## src/rtl/fpu_sequencer.sv

```systemverilog
// fpu_sequencer: runs one floating-point operation at a time between the
// execute stage and the FPU controller. Captures op/operands on acceptance,
// drives the operand strobe/ack handshakes, waits for the result, and
// returns it with a one-cycle done pulse. Illegal ops are rejected without
// touching the FPU; a watchdog bounds transactions that never complete.
module fpu_sequencer #(
    parameter int unsigned TIMEOUT = 1023
) (
    input  logic        clk,
    input  logic        reset_n,
    // Core request side
    input  logic        req,
    input  logic [3:0]  req_op,
    input  logic [31:0] req_rs1,
    input  logic [31:0] req_rs2,
    output logic        busy,
    output logic        done,
    output logic [31:0] result,
    output logic        illegal,
    output logic        timeout,
    // FPU controller side
    output logic [3:0]  fpu_op,
    output logic [31:0] fpu_in1,
    output logic [31:0] fpu_in2,
    output logic        fpu_in1_stb,
    output logic        fpu_in2_stb,
    input  logic        fpu_in1_ack,
    input  logic        fpu_in2_ack,
    input  logic [31:0] fpu_out,
    input  logic        fpu_out_stb,
    output logic        fpu_out_ack
);

    localparam int unsigned OP_W   = 4;
    localparam int unsigned DATA_W = 32;
    localparam int unsigned CNT_W  = $clog2(TIMEOUT + 1);

    // Highest op code the FPU controller understands (fle)
    localparam logic [OP_W-1:0] OP_LAST = OP_W'(4'b1010);

    // Watchdog fires on the edge that would bring the count to TIMEOUT
    localparam logic [CNT_W-1:0] WD_LAST = CNT_W'(TIMEOUT - 1);

    typedef enum logic [1:0] {
        ST_IDLE = 2'd0,
        ST_SEND = 2'd1,
        ST_WAIT = 2'd2,
        ST_DONE = 2'd3
    } state_t;

    state_t            state;
    logic              sent1;
    logic              sent2;
    logic [CNT_W-1:0]  wd_cnt;

    logic              hs1;
    logic              hs2;
    logic              both_sent;
    logic              wd_expire;
    logic              in_flight;

    // Handshake and watchdog decode from registered state and this cycle's acks
    always_comb begin
        hs1       = fpu_in1_stb & fpu_in1_ack;
        hs2       = fpu_in2_stb & fpu_in2_ack;
        both_sent = (sent1 | hs1) & (sent2 | hs2);
        in_flight = (state == ST_SEND) || (state == ST_WAIT);
        wd_expire = in_flight && (wd_cnt == WD_LAST);
    end

    // Sequencer state, handshake flags, watchdog and all registered outputs
    always_ff @(posedge clk or negedge reset_n) begin
        if (!reset_n) begin
            state       <= ST_IDLE;
            sent1       <= 1'b0;
            sent2       <= 1'b0;
            wd_cnt      <= '0;
            busy        <= 1'b0;
            done        <= 1'b0;
            result      <= '0;
            illegal     <= 1'b0;
            timeout     <= 1'b0;
            fpu_op      <= '0;
            fpu_in1     <= '0;
            fpu_in2     <= '0;
            fpu_in1_stb <= 1'b0;
            fpu_in2_stb <= 1'b0;
            fpu_out_ack <= 1'b0;
        end else begin
            done <= 1'b0;

            if (wd_expire) begin
                // Abort wins over any handshake landing on the same edge
                state       <= ST_DONE;
                fpu_in1_stb <= 1'b0;
                fpu_in2_stb <= 1'b0;
                fpu_out_ack <= 1'b0;
                result      <= '0;
                timeout     <= 1'b1;
                done        <= 1'b1;
            end else begin
                case (state)
                    ST_IDLE: begin
                        if (req) begin
                            busy    <= 1'b1;
                            result  <= '0;
                            timeout <= 1'b0;
                            if (req_op <= OP_LAST) begin
                                fpu_op      <= req_op;
                                fpu_in1     <= req_rs1;
                                fpu_in2     <= req_rs2;
                                illegal     <= 1'b0;
                                sent1       <= 1'b0;
                                sent2       <= 1'b0;
                                wd_cnt      <= '0;
                                fpu_in1_stb <= 1'b1;
                                fpu_in2_stb <= 1'b1;
                                state       <= ST_SEND;
                            end else begin
                                // Rejected: report straight away, FPU untouched
                                illegal <= 1'b1;
                                done    <= 1'b1;
                                state   <= ST_DONE;
                            end
                        end
                    end

                    ST_SEND: begin
                        wd_cnt <= wd_cnt + CNT_W'(1);
                        if (hs1) begin
                            sent1       <= 1'b1;
                            fpu_in1_stb <= 1'b0;
                        end
                        if (hs2) begin
                            sent2       <= 1'b1;
                            fpu_in2_stb <= 1'b0;
                        end
                        if (both_sent) begin
                            fpu_out_ack <= 1'b1;
                            state       <= ST_WAIT;
                        end
                    end

                    ST_WAIT: begin
                        wd_cnt <= wd_cnt + CNT_W'(1);
                        if (fpu_out_stb) begin
                            result      <= fpu_out;
                            fpu_out_ack <= 1'b0;
                            done        <= 1'b1;
                            state       <= ST_DONE;
                        end
                    end

                    ST_DONE: begin
                        busy  <= 1'b0;
                        state <= ST_IDLE;
                    end

                    default: begin
                        busy  <= 1'b0;
                        state <= ST_IDLE;
                    end
                endcase
            end
        end
    end

    // Operand width is fixed by the FPU controller interface
    if (DATA_W != 32) begin : g_width_guard
        logic unused_guard;
        assign unused_guard = 1'b0;
    end

endmodule

```

## config.mk

```make
export PLATFORM = sky130hd
export DESIGN_NAME = fpu_sequencer
export DESIGN_NICKNAME = d
export VERILOG_FILES = /design/src/rtl/fpu_sequencer.sv
export SDC_FILE = /design/constraint.sdc
export NUM_CORES = 1
export LEC_CHECK = 0
export BUFFER_PORTS_ARGS = -buffer_cell sky130_fd_sc_hd__buf_2
export CAP_MARGIN = 20
export CORE_MARGIN = 8
export CORE_UTILIZATION = 44
export CTS_CLUSTER_DIAMETER = 200
export DETAILED_ROUTE_END_ITERATION = 6
export GPL_ROUTABILITY_DRIVEN = 0
export PLACE_DENSITY = 0.88
export SLEW_MARGIN = 20
export SYNTH_ARGS = -nofsm -noshare
export SYNTH_HDL_FRONTEND = slang
export SYNTH_SLANG_ARGS = --single-unit
export TNS_END_PERCENT = 1
```

## constraint.sdc

```tcl
create_clock -name clk -period 2.18 [get_ports clk]
set_clock_uncertainty 0.05 [all_clocks]
set_input_delay 0.109 -clock clk [delete_from_list [all_inputs] [get_ports clk]]
set_output_delay 0.109 -clock clk [all_outputs]
set_load 0.02 [all_outputs]
```

==> results.cfg <==
[run_status]
status = complete, no violations

[clocking]
cts_max_level = 4
tritoncts = yes
cts_buffers = 17
path_clk_slew_ns = 0.06
cts_setup_buffers = 0
cts_root_buf = clkbuf_16
insertion_delay_ns = 0.41
clockBufferDepth = 2
cts.sinks = 121

[finish]
multi_input_area_sq_mm = 0.00206
regArea_sq_mm = 0.00303
fillCellCount = 804
finish.instance_area_sq_mm = 0.00827
final_nets = 801
area_delta_synth_final_pct = 55.6
drive_gt1_share_pct = 51.4

[sta]
setup_slack_ns = 0.0955
relSlewSlack_pct = 52.0
fmax_mhz = 480
min_period_ns = 2.08
tightest_slew_ns = 0.717
setup_viol_count_final = 0
rsz0062_at_grt = no
hold_violations = 0
drv_slew = 0
period_share_pct = 95.6

[placement]
dp_hpwl_mm = 10.6
post-place-ws_ns = -0.143
port_buffers = 212
place_area_sq_mm = 0.00654

[power_and_ir_drop]
leakagePower_nw = 4.34
vdd_drop_max_mv = 0.784
power-per-cell-area_mw_per_mm2 = 1560

[logic_synthesis]
synth_top_family_by_area = multiplexers
synth_top_flop_cell = dfrtp_1
ys_types = 42
synthXorXnorAreaFrac_pct = 0
ys.warnings.count = 0
synth_area_per_cell_sq_um = 15.1
ys_ff_latch = 121
synthArstFlopShare_pct = 100
syn_nets = 463
synthesis.area_sq_mm = 0.00531
synthMuxAreaShare_pct = 18.9
synth_compound_area_share_pct = 12.7
synthAdderAreaFrac_pct = 1.41
syn_inst = 351
synthSimpleGateAreaFrac_pct = 4.90
synth-seq-area-share_pct = 57.0
synth_edf_count = 0

[drt]
vias_per_cell = 5.28
vias = 4492
ant_nets = 0
drt_wl_total_mm = 18.2
post-route-drc-count = 0
wl_per_cell_um = 21.4
drt-initial-drc-count = 361
first_pass_iters = 5

[global_routing]
grt_antenna_before_repair = 2
grt_start_max_net_pins = 67
grt_pass1_vias = 4949
grt_pass1_wl_mm = 28.7
grt_overflow = 0
grt_use_total_pct = 23.2

[flow_run]
maxCapViolCount = 0

[worst_setup_path]
crit_type = flop to flop
cp.arrival_ns = 2.33
end_kind = flop
cp.required_ns = 2.43
worstPathMaxFanout = 37
startpoint_type = flop

[die]
dieArea_sq_mm = 0.0158
die_x_um = 126
start_util_pct = 44.6
io_pins = 213
dieHeight_um = 126
core_area_sq_mm = 0.0119
rows = 40

[hold_path]
hp-class = input port to flop
## power breakdown
group	switching, mW	leakage (nW)	internal [mW]
logic	3.22	2.52	2.59
clock network	1.05	0.317	2.07
registers	0.692	1.50	3.29
## cells in the mapped netlist, types with 2 or more instances
| library cell | instances | share of area, % |
|---|---|---|
| dfrtp_1 | 121 | 57 |
| mux2_4 | 67 | 19 |
| a22o_1 | 18 | 3.0 |
| a22o_2 | 16 | 3.0 |
| o31ai_1 | 14 | 2.0 |
| a21oi_1 | 11 | 1.0 |
| nand2_1 | 9 | 0.64 |
| o21ai_0 | 9 | 0.85 |
| buf_12 | 7 | 2.6 |
| inv_1 | 7 | 0.49 |
| nor2_1 | 7 | 0.49 |
| buf_6 | 6 | 1.3 |
| ha_1 | 6 | 1.4 |
| nand3_1 | 5 | 0.47 |
| buf_2 | 4 | 0.38 |
| a41oi_1 | 3 | 0.49 |
| and3_1 | 3 | 0.35 |
| nor2b_1 | 3 | 0.35 |
| o41ai_1 | 3 | 0.49 |
| a21o_1 | 2 | 0.28 |
| a41o_1 | 2 | 0.38 |
| and2_1 | 2 | 0.24 |
| and4_1 | 2 | 0.33 |
| clkbuf_1 | 2 | 0.14 |
| nand4_1 | 2 | 0.24 |
| nor3_1 | 2 | 0.19 |
| o21a_1 | 2 | 0.28 |
| or2_2 | 2 | 0.24 |
## through the flow
stage / TNS (ns) / power (mW) / utilization, % / instances / hold slack (ns)
after floorplan: 0 / 7.52 / - / 351 / -0.237
after global placement: -0.705 / 9.13 / 54.9 / 713 / -0.0237
after detailed placement: -4.07 / 9.38 / 54.9 / 713 / -0.0128
after CTS: 0 / 12.7 / 69.2 / 849 / 0.0201
after global routing: 0 / 13.5 / 69.4 / 851 / 0.0638
final: 0 / 12.9 / 69.4 / 851 / 0.0501
## kinds of logic (layout without fill, tap and decap cells)
logic type,Yosys count,count (layout)
fa+ha+maj,6,6
simple gates,43,44
other cells,0,2
buf+inv,28,378
mux,67,67
flops,121,121
compound gates,86,86
## final timing paths
check                               to   startpoint  slack, ns  cells after the start
max                         fpu_in2[8]    wd_cnt[0]        0.1                      8
min                              sent2  fpu_in2_ack       0.05                      3
max reg2reg                 fpu_in2[8]    wd_cnt[0]        0.1                      8
min reg2reg                    timeout      timeout       0.42                      2
max in group asynchronous   result[12]      reset_n       1.23                      3
min in group asynchronous  fpu_in2[31]      reset_n       0.11                      2
## layout make-up
class	count	share of cell area (%)
Sequential cell	121	36.6
Timing Repair Buffer	338	27.9
Multi-Input combinational cell	203	24.9
Clock buffer	18	5.31
Clock inverter	14	2.65
Tap cell	147	2.23
Inverter	8	0.363
Antenna cell	2	0.0606
## cell usage in the layout, fill, tap and decap left out, types with 3 or more instances in the layout
cell type	synthesis	final
o21ai_0	9	9
buf_4	0	21
a41oi_1	3	3
nand3_1	5	4
and3_1	3	3
clkinv_4	0	3
buf_2	4	211
ha_1	6	6
nand2_1	9	9
buf_12	7	3
mux2_4	67	67
a21oi_1	11	11
nor2_1	7	7
clkbuf_16	0	17
o31ai_1	14	14
a22o_1	18	18
inv_1	7	7
bufinv_16	0	5
dfrtp_1	121	121
dlygate4sd3_1	0	103
a22o_2	16	16
## what timing repair did
action | 4_1_cts | 5_1_grt
gates resized for setup | 2 | 3
endpoints found under the setup margin | 32 | 2
cloned | 1 | 0
hold buffers | 103 | 0
pin swaps | 1 | 0
endpoints found under the hold margin | 209 | 0
## state kept, by name (all words and copies together) (netlist names)
| name | flops |
|---|---|
| busy | 1 |
| done | 1 |
| fpu_in1 | 32 |
| fpu_in1_stb | 1 |
| fpu_in2 | 32 |
| fpu_in2_stb | 1 |
| fpu_op | 4 |
| fpu_out_ack | 1 |
| illegal | 1 |
| result | 32 |
| sent1 | 1 |
| sent2 | 1 |
| state | 2 |
| timeout | 1 |
| wd_cnt | 10 |
## metal layers
metal  up-vias  share of wire, %  GRT usage [%]
li1       1989                 -              -
met1      2252                37           24.8
met2       216                55           42.3
met3        35               6.2           6.58
met5         -                 0              0
met4         0               2.1           9.13
## critical path, stage by stage (launching register included)
cell,delay [ns]
dfrtp_1,0.39
inv_1,0.06
ha_1,0.15
and4_1,0.24
buf_4,0.14
nand4_4,0.11
nand2b_4,0.16
buf_12,0.28
mux2_4,0.35
Power figures use the tool's default switching activity.
